<file path="config.mk">
export PLATFORM = sky130hd
export DESIGN_NAME = branch_flag_unit
export DESIGN_NICKNAME = d
export VERILOG_FILES = /design/src/rtl/branch_flag_unit.sv
export SDC_FILE = /design/constraint.sdc
export NUM_CORES = 1
export LEC_CHECK = 0
export ABC_AREA = 1
export CORE_MARGIN = 2
export CORE_UTILIZATION = 30
export DETAILED_ROUTE_END_ITERATION = 8
export PLACE_DENSITY = 0.67
export SYNTH_ARGS = -nofsm -noshare
export SYNTH_HDL_FRONTEND = slang
export SYNTH_SLANG_ARGS = --single-unit
</file>
<file path="constraint.sdc">
create_clock -name clk -period 1.55 [get_ports clk]
set_input_delay 0.3875 -clock clk [delete_from_list [all_inputs] [get_ports clk]]
set_output_delay 0.3875 -clock clk [all_outputs]
set_load 0.05 [all_outputs]
</file>
<file path="src/rtl/branch_flag_unit.sv">
// Execute-stage NZCV flag register and branch resolver for B.cond, CBZ, CBNZ and B.
// The decision is registered and presented for one cycle alongside br_done.
module branch_flag_unit #(
  parameter bit          FWD   = 1'b1,
  parameter int unsigned WIDTH = 64
) (
  input  logic       clk,
  input  logic       reset_n,
  input  logic       negative,
  input  logic       zero,
  input  logic       overflow,
  input  logic       carry_out,
  input  logic       set_flags,
  input  logic       br_valid,
  input  logic [1:0] br_type,
  input  logic [3:0] cond,
  output logic       take_branch,
  output logic       br_done,
  output logic [3:0] flags_q
);

  if (WIDTH == 0) begin : g_width_chk
    $error("branch_flag_unit: WIDTH must be nonzero");
  end

  typedef enum logic {
    ST_IDLE    = 1'b0,
    ST_RESOLVE = 1'b1
  } state_e;

  typedef enum logic [1:0] {
    BR_COND   = 2'b00,
    BR_CBZ    = 2'b01,
    BR_CBNZ   = 2'b10,
    BR_ALWAYS = 2'b11
  } br_kind_e;

  typedef enum logic [3:0] {
    CC_EQ = 4'h0, CC_NE = 4'h1, CC_HS = 4'h2, CC_LO = 4'h3,
    CC_MI = 4'h4, CC_PL = 4'h5, CC_VS = 4'h6, CC_VC = 4'h7,
    CC_HI = 4'h8, CC_LS = 4'h9, CC_GE = 4'hA, CC_LT = 4'hB,
    CC_GT = 4'hC, CC_LE = 4'hD, CC_AL = 4'hE, CC_NV = 4'hF
  } cond_e;

  state_e     state_q, state_d;
  logic       take_q, take_d;
  logic [3:0] flags_d;
  logic [3:0] alu_flags;
  logic [3:0] eff_flags;
  logic       f_n, f_z, f_c, f_v;
  logic       cond_true;
  logic       decision;

  assign alu_flags = {negative, zero, carry_out, overflow};

  // Forwarding lets a branch in the same cycle as a flag-setting op see the new flags.
  always_comb begin
    eff_flags = flags_q;
    if (FWD && set_flags) begin
      eff_flags = alu_flags;
    end
    {f_n, f_z, f_c, f_v} = eff_flags;
  end

  always_comb begin
    cond_true = 1'b0;
    case (cond_e'(cond))
      CC_EQ:   cond_true = f_z;
      CC_NE:   cond_true = !f_z;
      CC_HS:   cond_true = f_c;
      CC_LO:   cond_true = !f_c;
      CC_MI:   cond_true = f_n;
      CC_PL:   cond_true = !f_n;
      CC_VS:   cond_true = f_v;
      CC_VC:   cond_true = !f_v;
      CC_HI:   cond_true = f_c && !f_z;
      CC_LS:   cond_true = !(f_c && !f_z);
      CC_GE:   cond_true = (f_n == f_v);
      CC_LT:   cond_true = (f_n != f_v);
      CC_GT:   cond_true = !f_z && (f_n == f_v);
      CC_LE:   cond_true = !(!f_z && (f_n == f_v));
      CC_AL:   cond_true = 1'b1;
      CC_NV:   cond_true = 1'b1;
      default: cond_true = 1'b0;
    endcase
  end

  // CBZ/CBNZ test the live ALU zero (pass-B result), never the stored flags.
  always_comb begin
    decision = 1'b0;
    case (br_kind_e'(br_type))
      BR_COND:   decision = cond_true;
      BR_CBZ:    decision = zero;
      BR_CBNZ:   decision = !zero;
      BR_ALWAYS: decision = 1'b1;
      default:   decision = 1'b0;
    endcase
  end

  always_comb begin
    flags_d = flags_q;
    if (set_flags) begin
      flags_d = alu_flags;
    end
  end

  always_comb begin
    state_d = state_q;
    take_d  = 1'b0;
    case (state_q)
      ST_IDLE:    state_d = br_valid ? ST_RESOLVE : ST_IDLE;
      ST_RESOLVE: state_d = br_valid ? ST_RESOLVE : ST_IDLE;
      default:    state_d = ST_IDLE;
    endcase
    if (br_valid) begin
      take_d = decision;
    end
  end

  always_ff @(posedge clk or negedge reset_n) begin
    if (!reset_n) begin
      state_q <= ST_IDLE;
      take_q  <= 1'b0;
      flags_q <= '0;
    end else begin
      state_q <= state_d;
      take_q  <= take_d;
      flags_q <= flags_d;
    end
  end

  assign take_branch = take_q;
  assign br_done     = (state_q == ST_RESOLVE);

endmodule

</file>
==> flow_summary.toml <==
[die]
ios = 20
die-area_sq_um = 2330
row_count = 16
die_w_microns = 48.3
die_h_microns = 48.3
initial_core_util_pct = 31.0
core_sq_um = 1900

[yosys]
yosysSeqAreaShare_pct = 25.5
syn_area_per_cell_sq_um = 5.83
synth_cells = 101
synth_enable_flop_cells = 0
synth_warnings = 0
ys_types = 18
synth_area_sq_um = 589
ys.flop_type = "dfrtp_1"
async_flop_share_pct = 100
synth_most_common_cell = "nand2_1"
synth.top_cells.by_area = "dfrtp_1, nand2_1, inv_1, nand2_2, nor2_1"
syn-num-nets = 115
ys_seq_elements = 6
synth_top_area_cell = "dfrtp_1"
synth_common_cells = "nand2_1, inv_1, nor2_1"
yosysTopAreaCellShare_pct = 25.5

[worst_setup_path]
required_ps = 1670
cp_max_fo = 4
end_kind = "flop"
worst-setup-path-type = "flop to flop"
start_kind = "flop"
arrival_ps = 1520

[timing]
slew_headroom_pct = 82.4
fmax_mhz = 713
rsz0062_at_grt = "no"
fin_crit_sh_pct = 90.4
fin_worst_skew_ps = 6.78
slew_violations = 0
setup_viol = 0
holdWs_ps = 380
worst_pin_slew_ps = 264
final-hold-violation-count = 0
period_needed_ps = 1400

[global_route]
grt_max_degree = 8
antenna_found_initial = 0
use_met3_pct = 4.63
grt_util_met2_pct = 23.6
grt_pass1_vias = 639
busiest_layer = "met2"
overflow = 0
gr-usage-met1_pct = 15.3
grt_first_pass_wirelength_mm = 2.50
gr-usage-all-layers_pct = 13.2

[pwr]
pwr-share-comb_pct = 45.7
power_density_nw_per_um2 = 618
p_sw_share_pct = 35.5
p_int_uw = 387
peakVddDrop_mv = 0.358
p_clk_share_pct = 23.3
leakage_nw = 0.562
p_seq_share_pct = 31.0
net-switching-power_uw = 213

[routing]
drtPass1Iterations = 4
first_iter_violations = 12
viasPerCell = 4.35
detail_route.drc_violations = 0
drt-total-wl_mm = 1.41
avgRoutedWirePerCell_microns = 8.89
vias = 691
ant_nets = 0

[placement]
portBuffers = 19
place_hpwl_mm = 1.19
dp.cells = 156
gp_congestion = 0.895
placed_area_sq_um = 937

[clock_network]
cts.reportedPaths.clkPinSlew_ps = 50
clock_latency_ps = 240
cts_buffers = 3
root_buffer = "clkbuf_4"
postCtsHoldBufs = 0
clock-sinks = 6
htreeDepth = 1
cts_max_path_buffers = 2
cts_tree = "yes"
postCtsSetupBuffers = 0

[layout]
fin_util_pct = 51.1
nets = 148
syn_to_final_growth_pct = 65.0
drive_above_1_share_pct = 27.3
fin_area_sq_um = 972
layout.cells.non_filler = 159
antenna_cells = 0

[outcome]
outcome = "finished clean"

[hold_path]
hold_path_class = "input port to asynchronous set/reset pin"

[flow_run]
maxCapViolCount = 0
final cells by class:
class / count / area [sq um]
fillers: 181 / 930
multi-input cells: 75 / 357
repair buffers: 29 / 333
flip-flops and latches: 6 / 150
inverters: 19 / 76.3
well taps: 27 / 33.8
clock buffers: 3 / 22.5
repair_timing:
item                       in CTS  in global routing
pin swaps                       0                  5
hold endpoints to repair        0                  0
resized for setup               7                  7
setup endpoints to repair       1                  1
gates cloned                    0                  0
path summary, 6_finish.rpt:
check | startpoint | endpoint | slack (ps) | cells past startpoint
max in group asynchronous | reset_n | flags_q[3] | 950 | 1
max reg2reg | flags_q[0] | take_branch | 150 | 10
min | reset_n | flags_q[0] | 380 | 1
min in group clk | negative | flags_q[3] | 550 | 4
max | flags_q[0] | take_branch | 150 | 10
min reg2reg | flags_q[2] | flags_q[2] | 630 | 2
cells in the final DEF, fill, tap and decap left out, types with 2 or more instances in the layout:
master           synthesis  routed
nand2_1                 36      36
inv_1                   16      16
nor2_1                  13      13
nand2_2                  9       8
buf_4                    0       8
nand3_1                  6       6
dfrtp_1                  6       6
buf_12                   0       6
clkdlybuf4s50_1          0       4
dlymetal6s2s_1           0       4
dlygate4sd2_1            0       4
clkbuf_4                 0       3
nand2_4                  1       2
inv_2                    2       2
o21bai_1                 2       2
o21ai_0                  2       2
buf_6                    1       2
registers in the layout (all words and copies together) (netlist names):
signal / flops
flags_q: 4
br_done: 1
take_branch: 1
metrics by stage:
step	worst slack [ps]	TNS [ps]	power (mW)
final	148	0	0.600
after global routing	9.45	0	0.648
after CTS	31.1	0	0.609
after detailed placement	-366	-366	0.465
after global placement	-315	-315	0.461
after floorplan	77.3	0	0.320
cell families after synthesis:
group | Yosys count | share of synthesized area (%)
compound gates | 7 | 7.43
buf+inv | 20 | 14.9
flops | 6 | 25.5
mux | 1 | 1.70
simple gates | 67 | 50.5
power groups by stage:
stage          logic, mW  clock network, mW  registers, mW
6_report           0.274              0.140          0.186
3_5_place_dp       0.276                  0          0.189
3_3_place_gp       0.273                  0          0.188
2_1_floorplan     0.0946                  0          0.226
4_1_cts            0.275              0.148          0.186
5_1_grt            0.298              0.163          0.187
per-layer routing:
layer / up-vias / wire (microns)
met5: - / 0
met4: 0 / 0
met3: 0 / 85
met2: 22 / 739
met1: 308 / 587
li1: 361 / -
worst max-delay path, stage by stage, from the launching register on:
cell      delay (ps)
dfrtp_1          430
inv_1            100
nand2_2           70
nand2_4           80
nand2_1           60
nand2_2          100
nor2_1            40
nor2_1            90
nand3_1           90
o21bai_1         140
a21oi_1           80
(Power assumes the default switching activity.)
==> RTL edit 1: new RTL, same settings <==
The parameter `FWD` goes from 1'b1 to 1'b0.
--- a/src/rtl/branch_flag_unit.sv
+++ b/src/rtl/branch_flag_unit.sv
@@ -1,7 +1,7 @@
 // Execute-stage NZCV flag register and branch resolver for B.cond, CBZ, CBNZ and B.
 // The decision is registered and presented for one cycle alongside br_done.
 module branch_flag_unit #(
-  parameter bit          FWD   = 1'b1,
+  parameter bit          FWD   = 1'b0,
   parameter int unsigned WIDTH = 64
 ) (
   input  logic       clk,
Formal check against the unedited RTL: not equivalent (Yosys sat finds a counterexample within 4 cycles, from zero or initial values and one cycle with reset_n low).
==> RTL edit 1 against the original RTL <==
- wire length is 17% lower
- die area decreased by 17%
- clock skew is 2.2 ps lower
- sequential cell count unchanged
- worst setup slack gained 68 ps
- register-to-register slack gained 120 ps
- combinational power shrank 20%
- via count shrank 18%
- sequential share of layout area is 3.8 points higher
- global-route usage up 0.30 points
- synthesized area fell by 18%
- design area fell by 20%
- total power is 8.2% lower
- critical endpoint unchanged
==> RTL edit 1: results (changes against the original RTL) <==
crit path DAT 1470 ps (-50 ps); complex-gate fraction of the synthesized area 9.07% (+1.6 points); WL final 1170 um (-17%); post-synthesis sequential area ratio 31.1% (+5.6 points); Met1 Wirelength 498 um (-15%); drt via density 4.75 (+9.3%); post-route cell area 782 um^2 (-20%); largest net degree at the start of global routing 11 (+3); Fin Hold WS 378 ps (-1.92 ps); Initial DRC Count 11 (-1); Mapped Cells 82 (-19%); top post-synthesis cells by count nand2_1, inv_1, nand3_1, nor2_1, dfrtp_1; Highest Signal Layer met4; area post-placement 753 um^2 (-20%); routed vias 570 (-18%); r2r startpoint flags_q[0]; peak supply drop 371 uV (+3.6%); Worst-Margin Slew 358 ps (+94.2 ps); R2R cell count 9 (-1); post-synthesis mux area share 2.07% (+0.37 points); GRT Total Usage 13.5% (+0.30 points); IO Port Bufs 19 (unchanged); vias in the first global route 476 (-26%); Critical Path Start cond[1]; dpl ws -284 ps (+81.8 ps); clk_skew 4.56 ps (-2.23 ps); Crit Path Max Fanout 10 (+6); slowest CP cell dlygate4sd2_1; Largest stage delay, worst path 410 ps (-20 ps); Distinct cells, synth 15 (-3); M1 GR Usage 15.9% (+0.63 points); first-pass GRT wire length 1900 um (-24%); met2 WL 555 um (-25%); dpl hpwl 977 um (-18%); warning count from the yosys run 0 (unchanged); run status completed; r2r setup slk 270 ps (+120 ps); Tmin final 1330 ps (-67.7 ps); share of cells above drive strength 1 13.5% (-14 points); final net count 120 (-19%); synth top area cells dfrtp_1, nand2_1, nand3_1; GRT overflow 0 (unchanged); met3 usage 2.45% (-2.2 points); syn_nets 96 (-17%); gpl congestion 0.807 (-9.9%); Leak 0.000429 uW (-24%)
[RTL edit 1: cell types whose count changed in the layout (fill, tap and decap cells not counted), moves of 3 or more]
cell / unedited run / this run
nand2_2: 8 / 0
buf_4: 8 / 1
nand2_1: 36 / 30
clkdlybuf4s50_1: 4 / 9
nand3_1: 6 / 11
inv_1: 16 / 12
nor2_1: 13 / 9
dlygate4sd2_1: 4 / 1
o21ai_0: 2 / 5
[RTL edit 1: layout make-up]
type,instances,share of cell area [%]
clock buffers,3,2.88
multi-input cells,62,35.4
well taps,16,2.56
repair buffers,20,33.8
inverters,13,6.24
flip-flops and latches,6,19.2
[RTL edit 1: repair_timing]
item                                    in CTS  in global routing
resized for setup                            1                  3
endpoints found under the setup margin       1                  1
cloned                                       0                  0
[RTL edit 1: power breakdown]
part / switching [uW] / total [uW] / internal [uW]
clock network: 55.7 / 143 / 87.5
registers: 19.8 / 190 / 170
logic: 116 / 218 / 103
==> RTL edit 2: new RTL, same flow settings <==
Made on the original files. Register the input `cond` before use, with the module's reset. The logic sees it one clock later. The other inputs are not delayed to match.
--- a/src/rtl/branch_flag_unit.sv
+++ b/src/rtl/branch_flag_unit.sv
@@ -18,6 +18,16 @@
   output logic       br_done,
   output logic [3:0] flags_q
 );
+
+  logic [3:0] cond_q;
+
+  always_ff @(posedge clk or negedge reset_n) begin
+    if (!reset_n) begin
+      cond_q <= '0;
+    end else begin
+      cond_q <= cond;
+    end
+  end
 
   if (WIDTH == 0) begin : g_width_chk
     $error("branch_flag_unit: WIDTH must be nonzero");
@@ -64,7 +74,7 @@
 
   always_comb begin
     cond_true = 1'b0;
-    case (cond_e'(cond))
+    case (cond_e'(cond_q))
       CC_EQ:   cond_true = f_z;
       CC_NE:   cond_true = !f_z;
       CC_HS:   cond_true = f_c;
Behaviour: not the same (Yosys sat finds a counterexample within 4 cycles, from zero or initial values and one cycle with reset_n low).
==> RTL edit 2 against the original RTL <==
- total power increased by 36%
- sequential power up 63%
- sequential cell count is 4 higher
- worst setup slack worse by 47 ps
- critical path depth is 1 higher
- design area grew 8.8%
- global-route usage is 0.69 points higher
- synthesized area rose by 17%
- wire length is 10% higher
- core utilization decreased by 2.9 points
- critical path type is now in -> reg
- critical endpoint unchanged
==> RTL edit 2: results (changes against the original RTL) <==
Crit Path Max Fanout 5 (+1); largest net degree at the start of global routing 11 (+3); first-pass GRT wire length 2730 um (+8.8%); CTS Buf Count 3 (unchanged); later-pin clock latency in the skew report 280 ps (+40 ps); Distinct cells, synth 18 (unchanged); synth top area cells dfrtp_1, nand2_1, inv_1; top post-synthesis cells by count nand2_1, inv_1, nor2_1, dfrtp_1, nand2_2; run status completed; Switching Share 32.7% (-2.8 points); syn_nets 119 (+3.5%); Slew Limit Headroom 69.5% (-13 points); post_cts resized 4 (-3); dpl hpwl 1240 um (+4.0%); met3 usage 5.46% (+0.83 points); Highest Signal Layer met4; initial antenna violation count 0 (unchanged); Post-synth top flop dfrtp_1; Met1 Wirelength 615 um (+4.8%); share of cells above drive strength 1 24.8% (-2.5 points); drt via density 4.42 (+1.8%); Largest stage delay, worst path 470 ps (+40 ps); peak supply drop 463 uV (+29%); Root Buffer clkbuf_4; met2 GRT Util 22.4% (-1.2 points); drt first pass iters 4 (unchanged); clk_skew 9.28 ps (+2.50 ps); Initial DRC Count 8 (-4); clk buf depth 2 (unchanged); Largest regs cond_q x4, flags_q x4; Setup Buffers After CTS 0 (unchanged); vias in the first global route 635 (-0.63%); gpl congestion 0.839 (-6.3%); met2 WL 773 um (+4.6%); DR WL met3 154 um (+81%); slowest CP cell clkdlybuf4s50_1; post-synthesis sequential area ratio 36.3% (+11 points); CTS H-Tree Depth 1 (unchanged); register clock-pin slew on the reported worst setup and hold paths 80 ps (+30 ps); Leak 0.000554 uW (-1.4%); M1 GR Usage 16.6% (+1.4 points); filler instances 225 (+24%); hold crit path type in -> async; IO Port Bufs 19 (unchanged); final net count 148 (unchanged); GRT Total Usage 13.9% (+0.69 points); WL final 1560 um (+10%); warning count from the yosys run 0 (unchanged); crit path DAT 1610 ps (+90 ps); Async SR Flop Fraction 100% (unchanged)
RTL edit 2: cells by family after synthesis:
kind of cell | after synthesis | share of synthesized area, %
AOI/OAI and AO/OA | 7 | 6.35
DFF | 10 | 36.3
muxes | 1 | 1.45
and+or+nand+nor | 67 | 43.2
buffers and inverters | 20 | 12.7
RTL edit 2: path summary, 6_finish.rpt:
check                                start  cells past startpoint  slack, ps           to
worst max-delay path                  zero                     11        100  take_branch
worst min-delay path               reset_n                      1        420   flags_q[2]
worst max register to register   cond_q[1]                      9        200  take_branch
worst min register to register  flags_q[0]                      2        610   flags_q[0]
max in group asynchronous          reset_n                      1        810      br_done
min in group clk                   cond[0]                      1        550    cond_q[0]
RTL edit 2: power by group through the flow:
stage	logic (uW)	clock network, uW	registers, uW
2_1_floorplan	94.0	0	344
3_3_place_gp	259	0	307
3_5_place_dp	262	0	307
4_1_cts	267	253	304
5_1_grt	290	271	306
6_report	266	249	303
RTL edit 2: through the flow:
stage	cell area [um^2]	cells	setup TNS, ps	setup slack [ps]	util [%]
after floorplan	689	105	0	77.3	-
after global placement	1000	156	-323	-323	45.7
after detailed placement	1000	156	-340	-340	45.7
after CTS	1050	161	0	75.8	48.1
after global routing	1060	161	0	9.09	48.3
final	1060	161	0	101	48.3
RTL edit 2: cell type report:
| type | instances | area share [%] |
|---|---|---|
| Multi-Input combinational cell | 75 | 34.2 |
| Timing Repair Buffer | 25 | 28.2 |
| Sequential cell | 10 | 23.7 |
| Inverter | 19 | 7.22 |
| Tap cell | 28 | 3.31 |
| Clock buffer | 4 | 3.43 |
RTL edit 2: critical path: cells and delay by family:
kind	cells	cell delay, ps
and+or+nand+nor	5	290
buffers and inverters	3	650
AOI/OAI and AO/OA	3	280
